File: config.mk
export PLATFORM = sky130hd
export DESIGN_NAME = uart_rx_cfg
export DESIGN_NICKNAME = d
export VERILOG_FILES = /design/src/rtl/uart_pkg.sv /design/src/rtl/uart_baud_gen.sv /design/src/rtl/uart_rx_cfg.sv
export SDC_FILE = /design/constraint.sdc
export NUM_CORES = 1
export LEC_CHECK = 0
export ABC_AREA = 0
export BUFFER_PORTS_ARGS = -buffer_cell sky130_fd_sc_hd__buf_2
export CAP_MARGIN = 0
export CORE_MARGIN = 2
export CORE_UTILIZATION = 53
export DETAILED_ROUTE_END_ITERATION = 12
export PLACE_DENSITY_LB_ADDON = 0.25
export RECOVER_POWER = 50
export SETUP_SLACK_MARGIN = 0.3
export SYNTH_ARGS = -nofsm -noshare
export SYNTH_HDL_FRONTEND = slang
export SYNTH_HIERARCHICAL = 1
export SYNTH_SLANG_ARGS = --single-unit
File: constraint.sdc
create_clock -name clock -period 2.8 [get_ports clock]
set_input_delay 0.56 -clock clock [delete_from_list [all_inputs] [get_ports clock]]
set_output_delay 0.56 -clock clock [all_outputs]
set_load 0.005 [all_outputs]
File: src/rtl/uart_pkg.sv
// rtl/uart_pkg.sv - shared UART types and baud divider helper
//
// Purpose: enums for parity mode and receiver state, plus calc_div() which
//          turns clock/baud/oversampling into a tick divider (floor, min 1).
// Ports:   none (package).
package uart_pkg;

  typedef enum logic [1:0] {
    PAR_NONE = 2'd0,
    PAR_EVEN = 2'd1,
    PAR_ODD  = 2'd2
  } parity_mode_e;

  typedef enum logic [2:0] {
    IDLE   = 3'd0,
    START  = 3'd1,
    DATA   = 3'd2,
    PARITY = 3'd3,
    STOP   = 3'd4,
    STOP2  = 3'd5
  } rx_state_e;

  function automatic int calc_div(input int clk, input int baud, input int os);
    int d;
    d = clk / (baud * os);
    return (d < 1) ? 1 : d;
  endfunction

endpackage

File: src/rtl/uart_baud_gen.sv
// rtl/uart_baud_gen.sv - oversampling tick generator with restart
//
// Purpose: emits a one-cycle tick every DIV clocks; restart realigns the
//          phase so sampling is referenced to the detected start edge.
// Ports:   clock   in  system clock
//          nreset  in  synchronous active-low reset
//          restart in  zero the divider counter
//          tick    out one-cycle oversampling tick
module uart_baud_gen #(
  parameter int DIV = 1
) (
  input  logic clock,
  input  logic nreset,
  input  logic restart,
  output logic tick
);

  localparam int CW = (DIV > 1) ? $clog2(DIV) : 1;

  logic [CW-1:0] r_cnt;
  logic          w_wrap;

  assign w_wrap = (r_cnt == CW'(DIV - 1));
  assign tick   = w_wrap;

  always_ff @(posedge clock) begin
    if (!nreset || restart || w_wrap) begin
      r_cnt <= '0;
    end else begin
      r_cnt <= r_cnt + 1'b1;
    end
  end

endmodule

File: src/rtl/uart_rx_cfg.sv
// rtl/uart_rx_cfg.sv - configurable oversampling UART receiver
//
// Purpose: receives DATA_BITS payload frames with optional parity and one or
//          two stop bits, 3-sample majority voting, false-start rejection and
//          a valid/ready output holding register with error flags.
// Ports:   clock, nreset      clock and synchronous active-low reset
//          rx_in              asynchronous serial line, idle high
//          data_out           received payload (LSB first on the line)
//          valid_out/ready_in output handshake
//          parity_err_out     parity mismatch for the held frame
//          frame_err_out      a stop bit sampled 0 for the held frame
//          break_out          held frame was all-zero with a framing error
//          overrun_out        one-cycle pulse when a finished frame is dropped
//          busy_out           receiver not idle
module uart_rx_cfg import uart_pkg::*; #(
  parameter int DATA_BITS    = 8,
  parameter int OVERSAMPLING = 16,
  parameter int BAUDRATE     = 9600,
  parameter int CLK_FREQ     = 50_000_000,
  parameter int PARITY_MODE  = 0,
  parameter int STOP_BITS    = 1
) (
  input  logic                 clock,
  input  logic                 nreset,
  input  logic                 rx_in,
  output logic [DATA_BITS-1:0] data_out,
  output logic                 valid_out,
  input  logic                 ready_in,
  output logic                 parity_err_out,
  output logic                 frame_err_out,
  output logic                 break_out,
  output logic                 overrun_out,
  output logic                 busy_out
);

  localparam int DIV = calc_div(CLK_FREQ, BAUDRATE, OVERSAMPLING);
  localparam int SW  = $clog2(OVERSAMPLING);
  localparam int BW  = $clog2(DATA_BITS);
  localparam logic [SW-1:0] S_A    = SW'(OVERSAMPLING / 2 - 1);
  localparam logic [SW-1:0] S_B    = SW'(OVERSAMPLING / 2);
  localparam logic [SW-1:0] S_DEC  = SW'(OVERSAMPLING / 2 + 1);
  localparam logic [SW-1:0] S_LAST = SW'(OVERSAMPLING - 1);
  localparam logic [BW-1:0] B_LAST = BW'(DATA_BITS - 1);
  localparam parity_mode_e  PMODE    = parity_mode_e'(PARITY_MODE[1:0]);
  localparam bit            TWO_STOP = (STOP_BITS == 2);

  logic                 r_sync1, r_sync2, r_hist;
  rx_state_e            r_state;
  logic [SW-1:0]        r_s;
  logic [BW-1:0]        r_bit_idx;
  logic [DATA_BITS-1:0] r_shift;
  logic                 r_samp_a, r_samp_b;
  logic                 r_perr, r_ferr;

  logic          w_fall, w_restart, w_tick;
  logic [SW-1:0] w_s_next;
  logic          w_maj, w_decide, w_done, w_par_exp, w_ferr_final;

  assign w_fall    = r_hist & ~r_sync2;
  assign w_restart = (r_state == IDLE) & w_fall;
  // s is the position within the bit of the sample being read this tick,
  // so the compare values line up with the nominal sample points.
  assign w_s_next  = (r_s == S_LAST) ? '0 : r_s + 1'b1;
  assign w_maj     = (r_samp_a & r_samp_b) | (r_samp_a & r_sync2) | (r_samp_b & r_sync2);
  assign w_decide  = w_tick & (r_state != IDLE) & (w_s_next == S_DEC);
  // The frame ends at the decision of the last stop bit so a back-to-back
  // start edge half a bit later is still caught in IDLE.
  assign w_done    = w_decide & (((r_state == STOP) & ~TWO_STOP) | (r_state == STOP2));
  assign w_par_exp = (^r_shift) ^ (PMODE == PAR_ODD);
  assign w_ferr_final = r_ferr | ~w_maj;
  assign busy_out  = (r_state != IDLE);

  uart_baud_gen #(.DIV(DIV)) u_baud (
    .clock   (clock),
    .nreset  (nreset),
    .restart (w_restart),
    .tick    (w_tick)
  );

  always_ff @(posedge clock) begin
    if (!nreset) begin
      r_sync1        <= 1'b1;
      r_sync2        <= 1'b1;
      r_hist         <= 1'b1;
      r_state        <= IDLE;
      r_s            <= '0;
      r_bit_idx      <= '0;
      r_shift        <= '0;
      r_samp_a       <= 1'b0;
      r_samp_b       <= 1'b0;
      r_perr         <= 1'b0;
      r_ferr         <= 1'b0;
      data_out       <= '0;
      valid_out      <= 1'b0;
      parity_err_out <= 1'b0;
      frame_err_out  <= 1'b0;
      break_out      <= 1'b0;
      overrun_out    <= 1'b0;
    end else begin
      r_sync1     <= rx_in;
      r_sync2     <= r_sync1;
      r_hist      <= r_sync2;
      overrun_out <= 1'b0;

      if (valid_out && ready_in) begin
        valid_out      <= 1'b0;
        parity_err_out <= 1'b0;
        frame_err_out  <= 1'b0;
        break_out      <= 1'b0;
      end

      case (r_state)
        IDLE: begin
          if (w_fall) begin
            r_state   <= START;
            r_s       <= '0;
            r_bit_idx <= '0;
            r_perr    <= 1'b0;
            r_ferr    <= 1'b0;
          end
        end
        default: begin
          if (w_tick) begin
            r_s <= w_s_next;
            if (w_s_next == S_A) r_samp_a <= r_sync2;
            if (w_s_next == S_B) r_samp_b <= r_sync2;
            if (w_decide) begin
              case (r_state)
                START: r_state <= w_maj ? IDLE : DATA;
                DATA: begin
                  r_shift   <= {w_maj, r_shift[DATA_BITS-1:1]};
                  r_bit_idx <= r_bit_idx + 1'b1;
                  if (r_bit_idx == B_LAST) begin
                    r_state <= (PMODE != PAR_NONE) ? PARITY : STOP;
                  end
                end
                PARITY: begin
                  r_perr  <= (w_maj != w_par_exp);
                  r_state <= STOP;
                end
                STOP: begin
                  r_ferr  <= ~w_maj;
                  r_state <= TWO_STOP ? STOP2 : IDLE;
                end
                default: r_state <= IDLE;
              endcase
            end
          end
        end
      endcase

      if (w_done) begin
        if (!valid_out || ready_in) begin
          data_out       <= r_shift;
          parity_err_out <= r_perr;
          frame_err_out  <= w_ferr_final;
          break_out      <= (r_shift == '0) & w_ferr_final;
          valid_out      <= 1'b1;
        end else begin
          overrun_out <= 1'b1;
        end
      end
    end
  end

endmodule

**Word-level counts from Yosys, hierarchy flattened**

Index checks and enable logic that the tools add are counted.

- Logic and storage cells: 114
- Bits in registers: 47
- Output and inout bits: 14
- Bits of input ports: 4

- Reductions and logical operators: 25
- Mux-type cells: 38
- Bitwise logic cells: 16
- $add $sub $neg: 3
- Equality and inequality tests: 14

Operators by type and width:

| cell | count |
|---|---|
| $mux 3 | 10 |
| $mux 1 | 22 |
| $reduce_and 4->1 | 5 |
| $mux 4 | 4 |
| $eq 4x4->1 const B | 3 |
| $reduce_bool 2->1 | 5 |
| $add 9x1->9 const B | 1 |
| $and 1x1->1 | 9 |
| $eq 3x3->1 const B | 3 |
| $eq 9x9->1 const B | 1 |
| $pmux 3 s3 | 1 |
| $logic_not 8->1 | 1 |
| $reduce_xor 8->1 | 1 |
| $eq 3x2->1 const B | 2 |
| $reduce_and 2->1 | 3 |
| $reduce_and 3->1 | 2 |
| $add 4x1->4 const B | 1 |
| $eq 4x3->1 const B | 1 |
| $or 1x1->1 | 4 |
| $add 3x1->3 const B | 1 |
| $eq 3x1->1 const B | 1 |
| $logic_not 3->1 | 1 |
| $logic_or 1x1->1 | 3 |
| $ne 3x3->1 const B | 1 |
| 7 further kinds | 10 |

**Longest topological paths before layout**

Gate-level depths: netlist (run 1).

- Depth in word-level cells: 8
- Depth in mapped cells: 10
- Depth with buffers taken out: 9

**Modules after synthesis**

The synthesis (run 1) kept the hierarchy.

Modules (own cells, without submodules):

| module | area an instance (um^2) | cells an instance | times used | sequential area each (um^2) |
|---|---|---|---|---|
| uart_rx_cfg | 1,863.0 | 205 | 1 | 760.7 |
| uart_baud_gen | 420.4 | 47 | 1 | 180.2 |

**Worst setup path before layout (run 1)**

OpenSTA, ideal clock, no wires.

- Path type: register to register
- Start point: register u_baud.r_cnt[0]
- End point: register r_perr
- Path buffers: 0
- Stages on the path, launching flop included: 10
- Arrival: 2.053 ns
- Setup time: 0.071 ns
- Path slack: 0.677 ns
- Data required time: 2.729 ns
- Clock period less this slack: 2.123 ns
- Cell sequence: dfxtp_1 > inv_1 > ha_1 > nand2_1 > nor4_1 > o31a_2 > and3_4 > nand2_1 > or4_1 > a21oi_1

- Cells in the longest elaborated chain, start to end: 5
- Elaborated cells between the ends (all ways): 6
- Classes of those cells: eq/ne: 1; bitwise: 2; reduce/logical: 3

RTL lines:

| element | line | source |
|---|---|---|
| from (decl) | uart_baud_gen.sv:20 | `logic [CW-1:0] r_cnt;` |
| from (signal assigned) | uart_baud_gen.sv:30 | `r_cnt <= r_cnt + 1'b1;` |
| $eq 9x9->1 * | uart_baud_gen.sv:23 | `assign w_wrap = (r_cnt == CW'(DIV - 1));` |
| via w_tick | uart_rx_cfg.sv:55 | `logic w_fall, w_restart, w_tick;` |
| $and 1x1->1 (2 in series) | uart_rx_cfg.sv:65 | `assign w_decide = w_tick & (r_state != IDLE) & (w_s_next == S_DEC);` |
| $reduce_bool 2->1 (no source line) | - |  |
| $reduce_and 4->1 (no source line) * | - |  |
| to (signal assigned) | uart_rx_cfg.sv:138 | `r_perr <= (w_maj != w_par_exp);` |
| to (decl) | uart_rx_cfg.sv:53 | `logic r_perr, r_ferr;` |

The timed path passes the listed nets; every way through them passes the cells marked *.
A chain may end at the register's enable or synchronous reset.

**Worst setup path in the final report (run 1)**

- Start point: register u_baud.r_cnt[2]
- End point: register r_perr

Same word-level chain as after synthesis.

==> out/results.ini, run 1 <==
[run_status]
status=complete, but fails checks
violations=capacitance limit, slew limit

[cells_and_area]
antenna_cells=0
layout-drive-gt1-share_pct=14.3
syn2layout_area_growth_pct=6.52
fin_nets=281

[sta]
fmax_ghz=0.423
fin_skew_ns=0.00480
hold_slack_ns=0.417
timing.setup.tns_ns=0
relSlewSlack_pct=-20.1
hold_violations=0
setup_viol=0
drv_slew=45
rsz0062_at_grt=no
period_share_pct=84.5
worst_slew_pin_slew_ns=1.80
fin_crit_ns=2.37

[synthesis]
yosys.area_share.simple_pct=24.2
synth_area_leaders=dfxtp_1 (41%), ha_1 (6.6%), nand3_1 (5.9%), o21ai_0 (4.8%), nand2_1 (3.3%)
synth_common_cells=dfxtp_1 (47), nand3_1 (27), o21ai_0 (22)
synth_compound_area_share_pct=15.9
synthCells=252
yosys_warnings=6
yosysTopAreaCell=dfxtp_1
ys_ff_latch=47
synth_edf_count=0
synthMuxAreaShare_pct=1.37
seq_area_frac_synth_pct=41.2
synthXorXnorAreaFrac_pct=3.07
synth_most_common_cell=dfxtp_1
synthAdderAreaFrac_pct=7.01
synthesis.nets=268
yosys_most_used_dff=dfxtp_1
yosys.area.top_type_share_pct=41.2
synthArstFlopShare_pct=0
netlist_area_mm2=0.00228
synth_top_family_by_area=simple AND/OR/NAND/NOR gates
synth_cell_types=54
synth_area_per_cell_um2=9.06

[setup_path]
endpoint_kind=register
cp.arrival_ns=2.58
path_delay_family=simple AND/OR/NAND/NOR gates
worstSetupStartpoint=u_baud/r_cnt[2]
critPathBufInv=0
path_max_fanout=7
crit_slowest_cell=or4_1
path_cells=nand4bb_1 -> nor4_1 -> o31a_2 -> and3_4 -> nand2_1 -> or4_1 -> a21oi_1
cp-start-kind=register
r2r-start=u_baud/r_cnt[2]
path_class=reg -> reg
slowest_delay_ns=0.52
crit_required_ns=3.02

[detailed_routing]
dr.pass1.iters=4
drtIter0Drc=120
vias=1751
routedWlPerCell_um=12.4
via_per_inst=5.54
ant_nets=0
drc_errors=0
wl_um=3910

[global_routing]
antenna_found_initial=0
grt_pass1_wl_um=6780
grt_pass1_vias=1556
gr-total-overflow=0
track_usage_pct=17.0
grt_start_max_net_pins=45

[cts]
cts_tree=done
cts.path.max_buffers=2
cts_buffers=5
clock_sinks=47
root_buffer=clkbuf_8
h-tree-depth=2
clock_latency_ns=0.29
post-cts-setup-buffers=0
cts_resized=0
cts_hold_buf=0
clkSlewWorstSetupHoldPaths_ns=0.08

[placement]
gp_congestion=0.775
io_buffers=17
place_hpwl_um=2690

[floorplanning]
dieArea_mm2=0.00485
die_y_um=69.6
rows=23
core_area_mm2=0.00409
io_pins=18
fp.dieW_um=69.6
initial_utilization_pct=55.9

[pwr]
ir_worst_vdd_mv=0.289
leakage_nw=0.879
power.density_mw_per_mm2=480

[worst_hold_path]
hold_class=reg -> reg
hp-start=r_sync1

[run]
max_cap_violations=1

==> layout make-up <==
| type | instances | area (µm²) |
|---|---|---|
| Clock buffer | 7 | 96.3 |
| Clock inverter | 1 | 7.51 |
| Fill cell | 373 | 1650 |
| Inverter | 15 | 57.6 |
| Multi-Input combinational cell | 175 | 1160 |
| Sequential cell | 47 | 941 |
| Tap cell | 50 | 62.6 |
| Timing Repair Buffer | 21 | 108 |
==> cells by family (layout without fill, tap and decap cells) <==
logic type | after synthesis | count (layout)
AND/OR/NAND/NOR | 101 | 101
flip-flops | 47 | 47
multiplexers | 3 | 3
buffers and inverters | 30 | 44
AO/OA/AOI/OAI | 50 | 50
adder cells (fa/ha/maj) | 13 | 13
XOR/XNOR | 8 | 8
==> metrics by stage <==
stage          util, %  std cells  worst slack [ns]  cell area [µm²]  total power, mW
2_1_floorplan        -        252             0.677             2280            0.739
3_3_place_gp      57.7        308             0.527             2360            0.743
3_5_place_dp      57.7        308             0.436             2360            0.744
4_1_cts           60.3        316             0.403             2460             1.19
5_1_grt           59.5        316             0.223             2430             1.22
6_report          59.5        316             0.435             2430             1.17
==> routing by layer <==
metal	global-route usage (%)	vias to the layer above	share of wire [%]
li1	-	913	-
met1	22.7	805	53
met2	26.6	31	43
met3	5.23	2	3.8
met4	4.91	0	0.36
met5	0	-	0
==> final timing paths <==
kind / cells past startpoint / slack (ns) / endpoint
max: 7 / 0.43 / r_perr
min: 1 / 0.42 / r_sync2
max reg2reg: 7 / 0.43 / r_perr
min reg2reg: 1 / 0.42 / r_sync2
==> cells in the final DEF (no fill, tap or decap), types with 5 or more instances in the layout <==
master     n
nor2_1    16
a21oi_1   10
o21ai_0   22
buf_2     14
dfxtp_1   47
or3_1      6
inv_1     13
nand2_1   20
nand2b_1   5
nand3_1   27
clkbuf_8   7
xnor2_1    5
nand4_1    5
o31ai_1    5
ha_1      12
==> where the power goes <==
| group | switching [mW] | internal (mW) | total, mW |
|---|---|---|---|
| logic | 0.0296 | 0.0136 | 0.0432 |
| registers | 0.00722 | 0.674 | 0.681 |
| clock network | 0.219 | 0.225 | 0.444 |
==> registers in the layout, indices dropped and copies added, names as in the netlist, 3 cells and up <==
| name | cells |
|---|---|
| data_out | 8 |
| r_bit_idx | 3 |
| r_s | 4 |
| r_shift | 8 |
| r_state | 3 |
| u_baud/r_cnt | 9 |
Note: power is estimated with default switching activity, not from simulation.
==> run 2, diff against run 1 <==
==> constraint.sdc (replaced) <==
create_clock -name clock -period 2.26 [get_ports clock]
set_input_delay 0.452 -clock clock [delete_from_list [all_inputs] [get_ports clock]]
set_output_delay 0.452 -clock clock [all_outputs]
set_load 0.005 [all_outputs]
==> out/results.ini, run 2 (same netlist as run 1, synthesis figures left out) <==
[placement]
place_hpwl_um=2850
dp_slack_ns=0.140
io_buffers=17
gp_congestion=0.773

[sta]
fin_ws_ns=0.241
relSlewSlack_pct=34.3
worst_slew_pin_slew_ns=0.986
fin_skew_ns=0.0107
timing.setup.tns_ns=0
hold_slack_ns=0.339
fin_crit_ns=2.02
rsz0062_at_grt=yes
drv_slew=0
hold_violations=0
fmax_ghz=0.495
period_share_pct=89.3
setup_viol=0

[setup_path]
path_max_fanout=6
endpoint_kind=register
path_class=reg -> reg
crit_required_ns=2.49
cp.arrival_ns=2.25
cp-start-kind=register

[cells_and_area]
fill_cells=311
antenna_cells=0
mostFrequentLayoutCell=dfxtp_1
top_regs=u_baud/r_cnt x9, data_out x8, r_shift x8
layout-drive-gt1-share_pct=33.6
fin_nets=301
final_cell_mix=dfxtp_1 (41), nand2_1 (18), nor2_1 (16), buf_2 (16), buf_4 (16)
syn2layout_area_growth_pct=23.7
largest_reg_flops=9
top_register=u_baud/r_cnt

[cts]
cts_buffers=5
clock_latency_ns=0.30
root_buffer=clkbuf_8
clkSlewWorstSetupHoldPaths_ns=0.08
cts_tree=done
h-tree-depth=2
clock_sinks=47
cts.path.max_buffers=2

[pwr]
clkPwrFrac_pct=35.2
leakage_nw=1.07
p_int_mw=1.08
pwr-share-comb_pct=5.4
p_total_mw=1.42
pwr-share-seq_pct=59.4
switching_share_pct=23.8
power_switching_mw=0.337
power.density_mw_per_mm2=502
ir_worst_vdd_mv=0.373

[floorplanning]
fp.dieW_um=69.6
rows=23
dieArea_mm2=0.00485
initial_utilization_pct=55.9
die_y_um=69.6
io_pins=18
core_area_mm2=0.00409

[detailed_routing]
routedWlPerCell_um=14.5
wl_um=4860
vias=1902
dr.pass1.iters=5
drtIter0Drc=141
via_per_inst=5.66
ant_nets=0
drc_errors=0

[global_routing]
track_usage_pct=18.6
grt_pass1_wl_um=7380
grt_start_max_net_pins=44
gr-total-overflow=0
grt_pass1_vias=1593
antenna_found_initial=0

[worst_hold_path]
hold_class=in -> reg

[run]
max_cap_violations=0

[run_status]
status=finished, final reports clean

run 2: cell count changes in the layout (fill, tap and decap cells not counted), moves of 6 or more:
cell / previous run / this run
o21ai_0: 22 / 8
dfxtp_1: 47 / 41
nand3_1: 27 / 12
nand3_2: 0 / 15
o21ai_1: 1 / 13
buf_4: 3 / 16
run 2: layout make-up:
cell class | count | area (µm²) | share of cell area (%)
clock inverters | 3 | 18.8 | 0.664
clock buffers | 5 | 68.8 | 2.44
well taps | 50 | 62.6 | 2.21
repair buffers | 41 | 340 | 12.0
inverters | 15 | 61.3 | 2.17
multi-input cells | 175 | 1320 | 46.8
flip-flops and latches | 47 | 951 | 33.7
run 2: what timing repair did:
item	CTS	global route
hold buffers	0	0
setup endpoints to repair	21	24
buffers inserted	6	6
pin swaps	7	4
resized for setup	18	38
cloned	1	2
run 2: worst max-delay path, cell delays in order (launching register included):
cell and delay, ns:
dfxtp_2 0.33, nand4bb_4 0.24, nor4_4 0.27, o31a_2 0.21, and3_4 0.22, buf_12 0.11
and3_4 0.23, buf_8 0.14, nand4_1 0.09, o21ai_1 0.12
run 2: per-stage QoR:
step,std cells,area (µm²),util (%)
floorplan,252,2320,-
global placement,313,2430,59.4
detailed placement,313,2430,59.4
CTS,328,2640,64.5
global route,336,2830,69.1
finish,336,2830,69.1
run 2: final timing paths:
kind	from	end	slack (ns)	cells past startpoint
max reg2reg	u_baud/r_cnt[7]	break_out	0.24	9
min reg2reg	r_sync1	r_sync2	0.41	1
max	u_baud/r_cnt[7]	break_out	0.24	9
min	rx_in	r_sync1	0.34	2
run 2: power groups by stage:
| stage | Combinational [mW] | Sequential, mW | Clock (mW) |
|---|---|---|---|
| global route | 0.0851 | 0.845 | 0.546 |
| CTS | 0.0764 | 0.844 | 0.517 |
| detailed placement | 0.0626 | 0.864 | 0 |
| finish | 0.0761 | 0.843 | 0.499 |
| floorplan | 0.0551 | 0.861 | 0 |
| global placement | 0.0628 | 0.863 | 0 |
run 2: metal layers:
layer / part of all wire (%) / global-route usage, %
met5: 0 / 0
met4: 1.7 / 5.56
met3: 4.3 / 4.94
met2: 49 / 29.4
met1: 45 / 24.9
==> run 3, diff against run 2 <==
--- a/config.mk
+++ b/config.mk
@@ -13,6 +13,7 @@
 export DETAILED_ROUTE_END_ITERATION = 12
 export PLACE_DENSITY_LB_ADDON = 0.25
 export RECOVER_POWER = 50
+export REMOVE_ABC_BUFFERS = 1
 export SETUP_SLACK_MARGIN = 0.3
 export SYNTH_ARGS = -nofsm -noshare
 export SYNTH_HDL_FRONTEND = slang
==> out/results.ini, run 3 (same netlist as run 1, synthesis figures left out) <==
[cts]
clkSlewWorstSetupHoldPaths_ns=0.08
h-tree-depth=2
clock_sinks=47
cts.path.max_buffers=2
cts_tree=done
clock_latency_ns=0.30
cts_buffers=5
root_buffer=clkbuf_8
cts_hold_buf=0

[cells_and_area]
top_regs=u_baud/r_cnt x9, data_out x8, r_shift x8
design_area_mm2=0.00276
mostFrequentLayoutCell=dfxtp_1
top_register=u_baud/r_cnt
antenna_cells=0
final_cell_mix=dfxtp_1 (42), nand3_1 (27), nand2_1 (18)
largest_reg_flops=9
syn2layout_area_growth_pct=20.9
layout-drive-gt1-share_pct=27.4
fin_nets=300

[setup_path]
path_class=reg -> reg
path_cells=inv_1 -> ha_4 -> nand2_4 -> nor4_4 -> o31a_2 -> and3_4 -> nand2_4 -> or4_1 -> a21oi_1
critPathBufInv=1
r2r-start=u_baud/r_cnt[0]
crit_slowest_cell=or4_1
cp.arrival_ns=2.27
endpoint_kind=register
path_max_fanout=4
worstSetupStartpoint=u_baud/r_cnt[0]
slowest_delay_ns=0.50
crit_required_ns=2.48
cp-start-kind=register
cpMostUsedCell=nand2_4
path_delay_family=simple AND/OR/NAND/NOR gates

[floorplanning]
rows=23
initial_utilization_pct=55.9
die_y_um=69.6
fp.dieW_um=69.6
io_pins=18
core_area_mm2=0.00409
dieArea_mm2=0.00485

[pwr]
power.density_mw_per_mm2=528
power_switching_mw=0.319
clkPwrFrac_pct=37.5
switching_share_pct=21.9
leakage_nw=1.06
ir_worst_vdd_mv=0.455
pwr-share-seq_pct=57.9
p_total_mw=1.46
p_int_mw=1.14
pwr-share-comb_pct=4.7

[run]
max_cap_violations=0

[worst_hold_path]
hold_class=in -> reg
hp-start=rx_in

[placement]
place_hpwl_um=2690
placed_area_mm2=0.00240
gp_congestion=0.746
dp_slack_ns=0.0473
io_buffers=17

[sta]
fin_ws_ns=0.210
rsz0062_at_grt=yes
worst_slew_pin_slew_ns=0.755
fin_crit_ns=2.05
relSlewSlack_pct=49.7
drv_slew=0
period_share_pct=90.7
timing.setup.tns_ns=0
setup_viol=0
fmax_ghz=0.488
hold_violations=0
fin_skew_ns=0.00661

[detailed_routing]
drtIter0Drc=115
via_per_inst=5.48
ant_nets=0
wl_um=4630
routedWlPerCell_um=13.8
dr.pass1.iters=4
drc_errors=0
vias=1836

[global_routing]
grt_start_max_net_pins=42
antenna_found_initial=0
gr-total-overflow=0
track_usage_pct=17.6
grt_pass1_vias=1595
grt_pass1_wl_um=6990

[run_status]
status=finished, final reports clean

## run 3: changes by cell type in the layout (fill, tap and decap cells not counted), sizes merged
cell	change
clkbuf	+3
clkinv	-2
buf	-1
inv	-1
## run 3: worst paths after layout
path / endpoint / cells after the start / slack [ns]
setup / recovery: r_perr / 9 / 0.21
hold / removal: r_sync1 / 2 / 0.33
setup reg to reg: r_perr / 9 / 0.21
hold reg to reg: r_sync2 / 1 / 0.41
## run 3: per-stage QoR
stage / hold slack, ns / instances / util, %
2_1_floorplan: 0.386 / 237 / -
3_3_place_gp: 0.390 / 312 / 58.8
3_5_place_dp: 0.392 / 312 / 58.8
4_1_cts: 0.332 / 328 / 63.6
5_1_grt: 0.326 / 335 / 67.5
6_report: 0.334 / 335 / 67.5
## run 3: final cells by class
type                       instances  area (µm²)
sequential                        47         947
tap                               50        62.6
fill                             325        1330
multi-input combinational        175        1260
clock buffer                       8         100
inverter                          15        61.3
timing repair buffer              40         325
## run 3: power groups by stage
stage	logic [mW]	registers [mW]	clock network, mW
global placement	0.0617	0.862	0
CTS	0.0635	0.843	0.559
global route	0.0762	0.845	0.605
detailed placement	0.0622	0.862	0
finish	0.0681	0.844	0.546
floorplan	0.0346	0.862	0
## run 3: what timing repair did
action                                  in CTS  in global routing
gates cloned                                 0                  3
gates resized for setup                      7                 38
endpoints found under the setup margin      27                 25
pin swaps                                    6                  6
setup buffers                                8                  4
hold endpoints to repair                     0                  0
## run 3: per-layer routing
metal	part of all wire, %	routed length, µm	GRT usage (%)
met2	47	2190	26.8
met5	0	0	0
met4	1.1	52	8.12
met1	48	2230	24.0
met3	3.4	156	3.63
